`config.mk`:
```
export PLATFORM = sky130hd
export DESIGN_NAME = instruction_loader_flat
export DESIGN_NICKNAME = d
export VERILOG_FILES = /design/src/rtl/instruction_loader_if.sv /design/src/rtl/instruction_loader.sv /design/src/flat_wrapper.sv
export SDC_FILE = /design/constraint.sdc
export NUM_CORES = 1
export LEC_CHECK = 0
export ABC_AREA = 0
export BUFFER_PORTS_ARGS = -buffer_cell sky130_fd_sc_hd__buf_4
export CORE_MARGIN = 2
export CORE_UTILIZATION = 25
export DETAILED_ROUTE_END_ITERATION = 6
export PLACE_DENSITY = 0.44
export SYNTH_ARGS = -nofsm -noshare
export SYNTH_HDL_FRONTEND = slang
export SYNTH_SLANG_ARGS = --single-unit
export TNS_END_PERCENT = 5
```
`constraint.sdc`:
```
create_clock -name clk -period 1.8 [get_ports clk]
set_input_delay 0.36 -clock clk [delete_from_list [all_inputs] [get_ports clk]]
set_output_delay 0.36 -clock clk [all_outputs]
set_load 0.03 [all_outputs]
```
`src/rtl/instruction_loader_if.sv`:
```
// Instruction loader bus: UART byte stream in, instruction memory write port out.
// The loader owns the write side (master); the surrounding system drives bytes
// and the start command and consumes the write strobes and status (slave).
interface instruction_loader_if #(
  parameter int SIZE            = 32,
  parameter int MAX_INSTRUCTION = 13
);
  localparam int ADDR_W = $clog2(MAX_INSTRUCTION);

  logic              i_start;
  logic [7:0]        i_rx_data;
  logic              i_rx_valid;
  logic              o_wr_en;
  logic [ADDR_W-1:0] o_wr_addr;
  logic [SIZE-1:0]   o_wr_data;
  logic              o_loading;
  logic              o_done;
  logic              o_full;
  logic [ADDR_W:0]   o_word_count;

  modport master (
    input  i_start,
    input  i_rx_data,
    input  i_rx_valid,
    output o_wr_en,
    output o_wr_addr,
    output o_wr_data,
    output o_loading,
    output o_done,
    output o_full,
    output o_word_count
  );

  modport slave (
    output i_start,
    output i_rx_data,
    output i_rx_valid,
    input  o_wr_en,
    input  o_wr_addr,
    input  o_wr_data,
    input  o_loading,
    input  o_done,
    input  o_full,
    input  o_word_count
  );
endinterface

```
`src/rtl/instruction_loader.sv`:
```
// Writer side of the fetch-stage instruction memory. After a start command it
// assembles big-endian 32-bit words from a byte stream and writes them to
// consecutive word addresses until an all-ones end marker or the last memory
// slot. The pipeline is held stalled (o_loading) for the whole load.
// The assembly logic is fixed at four bytes per word, so SIZE must be 32.
module instruction_loader #(
  parameter int SIZE            = 32,
  parameter int MAX_INSTRUCTION = 13
) (
  input logic                 clk,
  input logic                 rst,
  instruction_loader_if.master bus
);

  localparam int ADDR_W = $clog2(MAX_INSTRUCTION);
  localparam logic [ADDR_W-1:0] LAST_ADDR  = ADDR_W'(MAX_INSTRUCTION - 1);
  localparam logic [SIZE-1:0]   END_MARKER = '1;

  typedef enum logic [1:0] {
    IDLE = 2'd0,
    RECV = 2'd1,
    DONE = 2'd2
  } state_t;

  state_t state, state_next;

  // Only the three most recent bytes need storing: the fourth byte of a word
  // is combined with them directly to form the candidate word.
  logic [23:0]       shift, shift_next;
  logic [1:0]        byte_cnt, byte_cnt_next;
  logic [ADDR_W-1:0] addr, addr_next;
  logic [ADDR_W:0]   count, count_next;
  logic              full, full_next;
  logic              wr_en, wr_en_next;
  logic [ADDR_W-1:0] wr_addr, wr_addr_next;
  logic [SIZE-1:0]   wr_data, wr_data_next;
  logic [SIZE-1:0]   candidate;

  assign candidate = {shift, bus.i_rx_data};

  // State register; reset returns to IDLE and abandons any partial word.
  always_ff @(posedge clk) begin
    if (rst) begin
      state <= IDLE;
    end else begin
      state <= state_next;
    end
  end

  // Datapath registers: assembly shift, counters and registered write port.
  always_ff @(posedge clk) begin
    if (rst) begin
      shift    <= '0;
      byte_cnt <= '0;
      addr     <= '0;
      count    <= '0;
      full     <= 1'b0;
      wr_en    <= 1'b0;
      wr_addr  <= '0;
      wr_data  <= '0;
    end else begin
      shift    <= shift_next;
      byte_cnt <= byte_cnt_next;
      addr     <= addr_next;
      count    <= count_next;
      full     <= full_next;
      wr_en    <= wr_en_next;
      wr_addr  <= wr_addr_next;
      wr_data  <= wr_data_next;
    end
  end

  // Next-state and datapath decisions; the write strobe defaults low so it
  // only ever lasts one cycle, while address/data hold their last values.
  always_comb begin
    state_next    = state;
    shift_next    = shift;
    byte_cnt_next = byte_cnt;
    addr_next     = addr;
    count_next    = count;
    full_next     = full;
    wr_en_next    = 1'b0;
    wr_addr_next  = wr_addr;
    wr_data_next  = wr_data;

    case (state)
      IDLE, DONE: begin
        // Bytes are ignored here, even in the same cycle as the start command.
        if (bus.i_start) begin
          state_next    = RECV;
          shift_next    = '0;
          byte_cnt_next = '0;
          addr_next     = '0;
          count_next    = '0;
          full_next     = 1'b0;
        end
      end

      RECV: begin
        // A start command during a load is ignored.
        if (bus.i_rx_valid) begin
          shift_next = candidate[23:0];
          if (byte_cnt == 2'd3) begin
            byte_cnt_next = '0;
            if (candidate == END_MARKER) begin
              state_next = DONE;
            end else begin
              wr_en_next   = 1'b1;
              wr_addr_next = addr;
              wr_data_next = candidate;
              count_next   = count + 1'b1;
              if (addr == LAST_ADDR) begin
                // Memory is full: stop here so the address never runs past the end.
                state_next = DONE;
                full_next  = 1'b1;
              end else begin
                addr_next = addr + 1'b1;
              end
            end
          end else begin
            byte_cnt_next = byte_cnt + 1'b1;
          end
        end
      end

      default: begin
        state_next = IDLE;
      end
    endcase
  end

  assign bus.o_wr_en      = wr_en;
  assign bus.o_wr_addr    = wr_addr;
  assign bus.o_wr_data    = wr_data;
  assign bus.o_loading    = (state == RECV);
  assign bus.o_done       = (state == DONE);
  assign bus.o_full       = full;
  assign bus.o_word_count = count;

endmodule

```
`src/flat_wrapper.sv`:
```
// flat-port wrapper written by rule: the top's interface ports become plain ports
module instruction_loader_flat 
#(
  parameter int SIZE            = 32,
  parameter int MAX_INSTRUCTION = 13
)
  (clk, rst, bus_i_start, bus_i_rx_data, bus_i_rx_valid, bus_o_wr_en, bus_o_wr_addr, bus_o_wr_data, bus_o_loading, bus_o_done, bus_o_full, bus_o_word_count);
  instruction_loader_if #(.SIZE(SIZE), .MAX_INSTRUCTION(MAX_INSTRUCTION)) bus_i ();
  input logic clk;
  input logic rst;
  input wire logic [$bits(bus_i.i_start)-1:0] bus_i_start;
  input wire logic [$bits(bus_i.i_rx_data)-1:0] bus_i_rx_data;
  input wire logic [$bits(bus_i.i_rx_valid)-1:0] bus_i_rx_valid;
  output wire logic [$bits(bus_i.o_wr_en)-1:0] bus_o_wr_en;
  output wire logic [$bits(bus_i.o_wr_addr)-1:0] bus_o_wr_addr;
  output wire logic [$bits(bus_i.o_wr_data)-1:0] bus_o_wr_data;
  output wire logic [$bits(bus_i.o_loading)-1:0] bus_o_loading;
  output wire logic [$bits(bus_i.o_done)-1:0] bus_o_done;
  output wire logic [$bits(bus_i.o_full)-1:0] bus_o_full;
  output wire logic [$bits(bus_i.o_word_count)-1:0] bus_o_word_count;
  assign bus_i.i_start = bus_i_start;
  assign bus_i.i_rx_data = bus_i_rx_data;
  assign bus_i.i_rx_valid = bus_i_rx_valid;
  assign bus_o_wr_en = bus_i.o_wr_en;
  assign bus_o_wr_addr = bus_i.o_wr_addr;
  assign bus_o_wr_data = bus_i.o_wr_data;
  assign bus_o_loading = bus_i.o_loading;
  assign bus_o_done = bus_i.o_done;
  assign bus_o_full = bus_i.o_full;
  assign bus_o_word_count = bus_i.o_word_count;
  instruction_loader #(.SIZE(SIZE), .MAX_INSTRUCTION(MAX_INSTRUCTION)) u_core (.clk(clk), .rst(rst), .bus(bus_i));
endmodule
```
# ---- After elaboration in Yosys (flattened, before gate mapping)
# Index checks and enable logic that the tools add are counted.
# W data, S select, Z words.
dict set report word_totals {
  reg_bits 75
  inputBits 12
  out_inout_bits 45
  word_cells 69
}
dict set report op_classes {
  add_sub_neg 3
  n_eq_ne 12
  n_mux 31
  bitwise 4
  n_reduce_logical 10
}
# operator count
set ops {}
lappend ops {{$mux W24} 2}
lappend ops {{$pmux W24 S2} 1}
lappend ops {{$eq A32 B32 Y1 const B} 1}
lappend ops {{$mux W4} 5}
lappend ops {{$mux W5} 4}
lappend ops {{$mux W2} 8}
lappend ops {{$reduce_and A6 Y1} 2}
lappend ops {{$pmux W5 S2} 1}
lappend ops {{$ne A2 B2 Y1 const B} 4}
lappend ops {{$pmux W2 S2} 2}
lappend ops {{$pmux W4 S2} 1}
lappend ops {{$reduce_and A4 Y1} 2}
lappend ops {{$mux W1} 6}
lappend ops {{$add A5 B1 Y5 const B} 1}
lappend ops {{$reduce_and A5 Y1} 1}
lappend ops {{$add A4 B1 Y4 const B} 1}
lappend ops {{$eq A2 B2 Y1 const B} 2}
lappend ops {{$eq A4 B4 Y1 const B} 1}
lappend ops {{$ne A2 B1 Y1 const B} 2}
lappend ops {{$not A1 Y1} 4}
lappend ops {{$reduce_or A4 Y1} 1}
lappend ops {{$ne A3 B1 Y1 const B} 1}
lappend ops {{$reduce_and A3 Y1} 1}
lappend ops {{$add A2 B1 Y2 const B} 1}
lappend ops {{other kinds (5)} 5}

# ---- Depth between registers and ports, before layout
dict set report logic_depth {
  depth_word 6
  ltp_mapped 8
  ltp_nobuf 7
}

# ---- Least setup slack after synthesis
# Ideal clock, no wire load.
dict set report synth_timing {
  path_type {register -> register}
  start {reg u_core.shift[10]}
  end {reg u_core.wr_data[10], in the netlist u_core.bus.o_wr_data[10]}
  setup_time_ns 0.070
  arrival_ns 1.471
  t_required_ns 1.730
  path_slack_ns 0.259
  path_stages_with_launch 8
  n_path_buf 2
  synth_period_minus_slack_ns 1.541
  cell_sequence {dfxtp_1 nand4_1 nor4_4 a21o_1 buf_6 buf_6 nand2_1 a21oi_1}
}
dict set report synth_between {
  elab_chain_cells 3
}
# item line_no
set synth_rtl {}
lappend synth_rtl {{from (decl)} instruction_loader.sv:29} ;# logic [23:0] shift, shift_next;
lappend synth_rtl {{from (signal assigned)} instruction_loader.sv:62} ;# shift <= shift_next;
lappend synth_rtl {{$eq A32 B32 Y1} instruction_loader.sv:105} ;# if (candidate == END_MARKER) begin
lappend synth_rtl {{$not A1 Y1 (no source line)} n/a}
lappend synth_rtl {{$reduce_and A4 Y1 (no source line)} n/a}
lappend synth_rtl {{to (signal assigned)} instruction_loader.sv:69} ;# wr_data <= wr_data_next;
lappend synth_rtl {{to (decl)} instruction_loader.sv:36} ;# logic [SIZE-1:0] wr_data, wr_data_next;
# Every way passes these cells.
# A chain may end at the register's enable or synchronous reset.

# ---- Final worst setup path
dict set report layout_timing {
  start {reg u_core.shift[22]}
  end {reg u_core.count[0], in the netlist u_core.bus.o_word_count[0]}
}
dict set report layout_between {
  elab_chain_cells 3
}
# item line_no
set layout_rtl {}
lappend layout_rtl {{$eq A32 B32 Y1} instruction_loader.sv:105}
lappend layout_rtl {{$ne A2 B2 Y1 (no source line)} n/a}
lappend layout_rtl {{$reduce_and A5 Y1 (no source line)} n/a}
lappend layout_rtl {{to (signal assigned)} instruction_loader.sv:65} ;# count <= count_next;
lappend layout_rtl {{to (decl)} instruction_loader.sv:32} ;# logic [ADDR_W:0] count, count_next;
# Every way passes these cells.

==> key figures <==
Run status
  • Run status: completed

Yosys
  • Cell area after synthesis: 2920 sq um
  • Dominant cell type by area after synthesis: dfxtp_1
  • Number of synthesized flops with an enable pin: 0
  • Register bit total from synthesis: 75
  • Top post-synthesis cells by count: nand2_1, dfxtp_1, a21oi_1
  • Most frequent cell after synthesis: nand2_1
  • Seq/Total Area, Yosys: 51.4%
  • Post-Syn Nets: 374
  • Post-synthesis instance total: 358
  • Synth unique cells: 36
  • Synth top area share: 51.4%
  • Synthesized area per cell: 8.15 sq um
  • Syn. warnings: 0
  • Post-synthesis async set-or-reset flop share: 0%
  • Ys flop type: dfxtp_1
  • Synth area leaders: dfxtp_1, nand2_1, a21oi_1, nand3_1, nand4_1

Setup path
  • Worst EP required: 2.02 ns
  • Arrival @ worst endpoint: 1.95 ns
  • RR Startpoint: u_core.shift[22]
  • Crit Path Class: reg -> reg
  • CP Max Fanout: 5
  • CP Launch Point: u_core.shift[22]
  • Worst Setup End Kind: register
  • Worst setup SP type: register

Die
  • Die Y: 112 um
  • Die area: 12600 sq um
  • I/O pins: 57
  • Initial Utilization: 25.6%
  • Core area: 11400 sq um
  • Die Wd: 112 um
  • Cell Rows: 39

Finish
  • Syn-to-layout area delta: 37.2%
  • Layout cell share with drive strength beyond 1: 26.1%
  • Post-Route Utilization: 35.1%
  • Nets: 447
  • Diode count: 0

Timing
  • Hold Worst Slack: 0.234 ns
  • Worst slew pin tran: 0.364 ns
  • Slew Limit Fails: 0
  • Hold Fails Final Rpt: 0
  • Worst clock skew: 0.00918 ns
  • Setup slack after layout: 0.0626 ns
  • Final Cycle Share: 96.5%
  • Slew Limit Headroom: 75.8%
  • Final setup vio count: 0
  • Unrepaired setup endpoints after global routing: true
  • Fmax: 576 MHz
  • Final min period: 1.74 ns

Power
  • Comb power frac: 4.2%
  • Peak supply drop: 0.547 mV
  • Pwr Total: 3790 uW
  • P per Cell Area: 946 nW/um^2
  • P_leak: 0.00155 uW
  • Switching share of power: 21.5%
  • Seq pwr share: 44.3%
  • Net Sw Power: 816 uW
  • Clock share of power: 51.6%
  • Internal Power: 2970 uW

Detailed routing
  • Vias per cell: 4.72
  • Via count: 2732
  • Drt initial violations: 166
  • DRT Pass-1 Iters: 4
  • Antenna violation net count after detailed routing: 0
  • WL per Instance: 13.9 um
  • Routed WL: 8070 um
  • DR DRC count: 0

Clocking
  • Root Driver: clkbuf_16
  • CTS HTree Levels: 3
  • Clock-pin slew of the registers on the worst-case setup and hold paths: 0.06 ns
  • Clk_lat worst skew: 0.34 ns
  • CTS tree: built
  • Num CTS Buffers: 9
  • Clock Sinks: 75
  • Clock buffer depth: 2

Flow run
  • Max-Cap Viols: 0

Place
  • Post-Place Setup Slack: -0.00128 ns
  • Number of port buffers: 56
  • Hpwl dp: 5700 um
  • GPL Wtd Cong: 0.752

Global routing
  • Initial antenna violation count: 0
  • First-pass GRT wire length: 13100 um
  • Congestion Overflow GR: 0
  • Overall Global Routing Usage: 13.1%
  • Largest net degree at the start of global routing: 36
  • Vias in the first global route: 2582

Worst hold path
  • HP Start: bus_i_start
  • Hold Crit Class: in -> reg
==> metrics by stage <==
step,std cells,area (sq um),setup TNS (ns)
floorplan,358,2920,0
global placement,562,3640,0
detailed placement,562,3640,-0.00128
CTS,578,3960,0
global route,579,4000,-0.0639
finish,579,4000,0
==> power by group through the flow <==
stage	registers (uW)	clock network [uW]	logic [uW]
floorplan	1710	0	84.0
global placement	1710	0	158
detailed placement	1710	0	158
CTS	1680	2010	159
global route	1680	2090	173
finish	1680	1950	158
==> worst max-delay path, cell delays in order, from the launching register on <==
cell and delay, ns:
dfxtp_2 0.34, nand4_1 0.20, nor4_4 0.40, a21o_2 0.28, nor2_1 0.12, mux2_2 0.28
==> layer usage <==
metal  share of wire [%]  GRT usage (%)
met3                 4.6           2.43
met5                   0              0
met4                 1.8           6.10
met1                  49           18.3
met2                  45           19.5
==> path summary, 6_finish.rpt <==
kind,to,slack [ns],cells after the start
setup reg to reg,u_core.bus.o_word_count[0],0.06,5
setup / recovery,u_core.bus.o_word_count[0],0.06,5
hold / removal,u_core.state[1],0.23,2
hold reg to reg,u_core.bus.o_wr_data[20],0.45,2
==> cells by family after synthesis <==
family | count (synthesis) | synth area share [%]
mux | 3 | 1.07
compound gates | 83 | 15.6
simple gates | 166 | 25.6
buf+inv | 27 | 4.54
flops | 75 | 51.4
fa+ha+maj | 4 | 1.71
==> sequential cells by signal, summed over array words and instances (netlist names) <==
| signal | count |
|---|---|
| u_core.bus.o_word_count | 5 |
| u_core.shift | 24 |
| u_core.bus.o_wr_en | 1 |
| u_core.bus.o_wr_data | 32 |
| u_core.state | 2 |
| u_core.bus.o_wr_addr | 4 |
| u_core.byte_cnt | 2 |
| u_core.bus.o_full | 1 |
| u_core.addr | 4 |
==> layout by cell type (no fill, tap or decap), types with 3 or more instances in the layout <==
master	count
a21oi_1	66
a21oi_2	3
buf_4	79
clkbuf_16	9
dfxtp_1	72
dfxtp_2	3
ha_1	4
inv_1	4
nand2_1	104
nand3_1	31
nand4_1	10
nor2_1	8
==> final cells by class <==
type	instances	area (sq um)
clock buffer	10	239
clock inverter	6	88.8
fill	1216	7410
inverter	4	15.0
multi-input combinational	256	1300
sequential	75	1510
tap	143	179
timing repair buffer	85	676
==> what timing repair did <==
action / CTS / global route
gates cloned: 0 / 1
pin swaps: 1 / 3
hold buffers: 0 / 0
buffers inserted: 0 / 0
endpoints found under the setup margin: 3 / 28
resized for setup: 0 / 12
No activity file was read; power rests on OpenSTA's default activity.
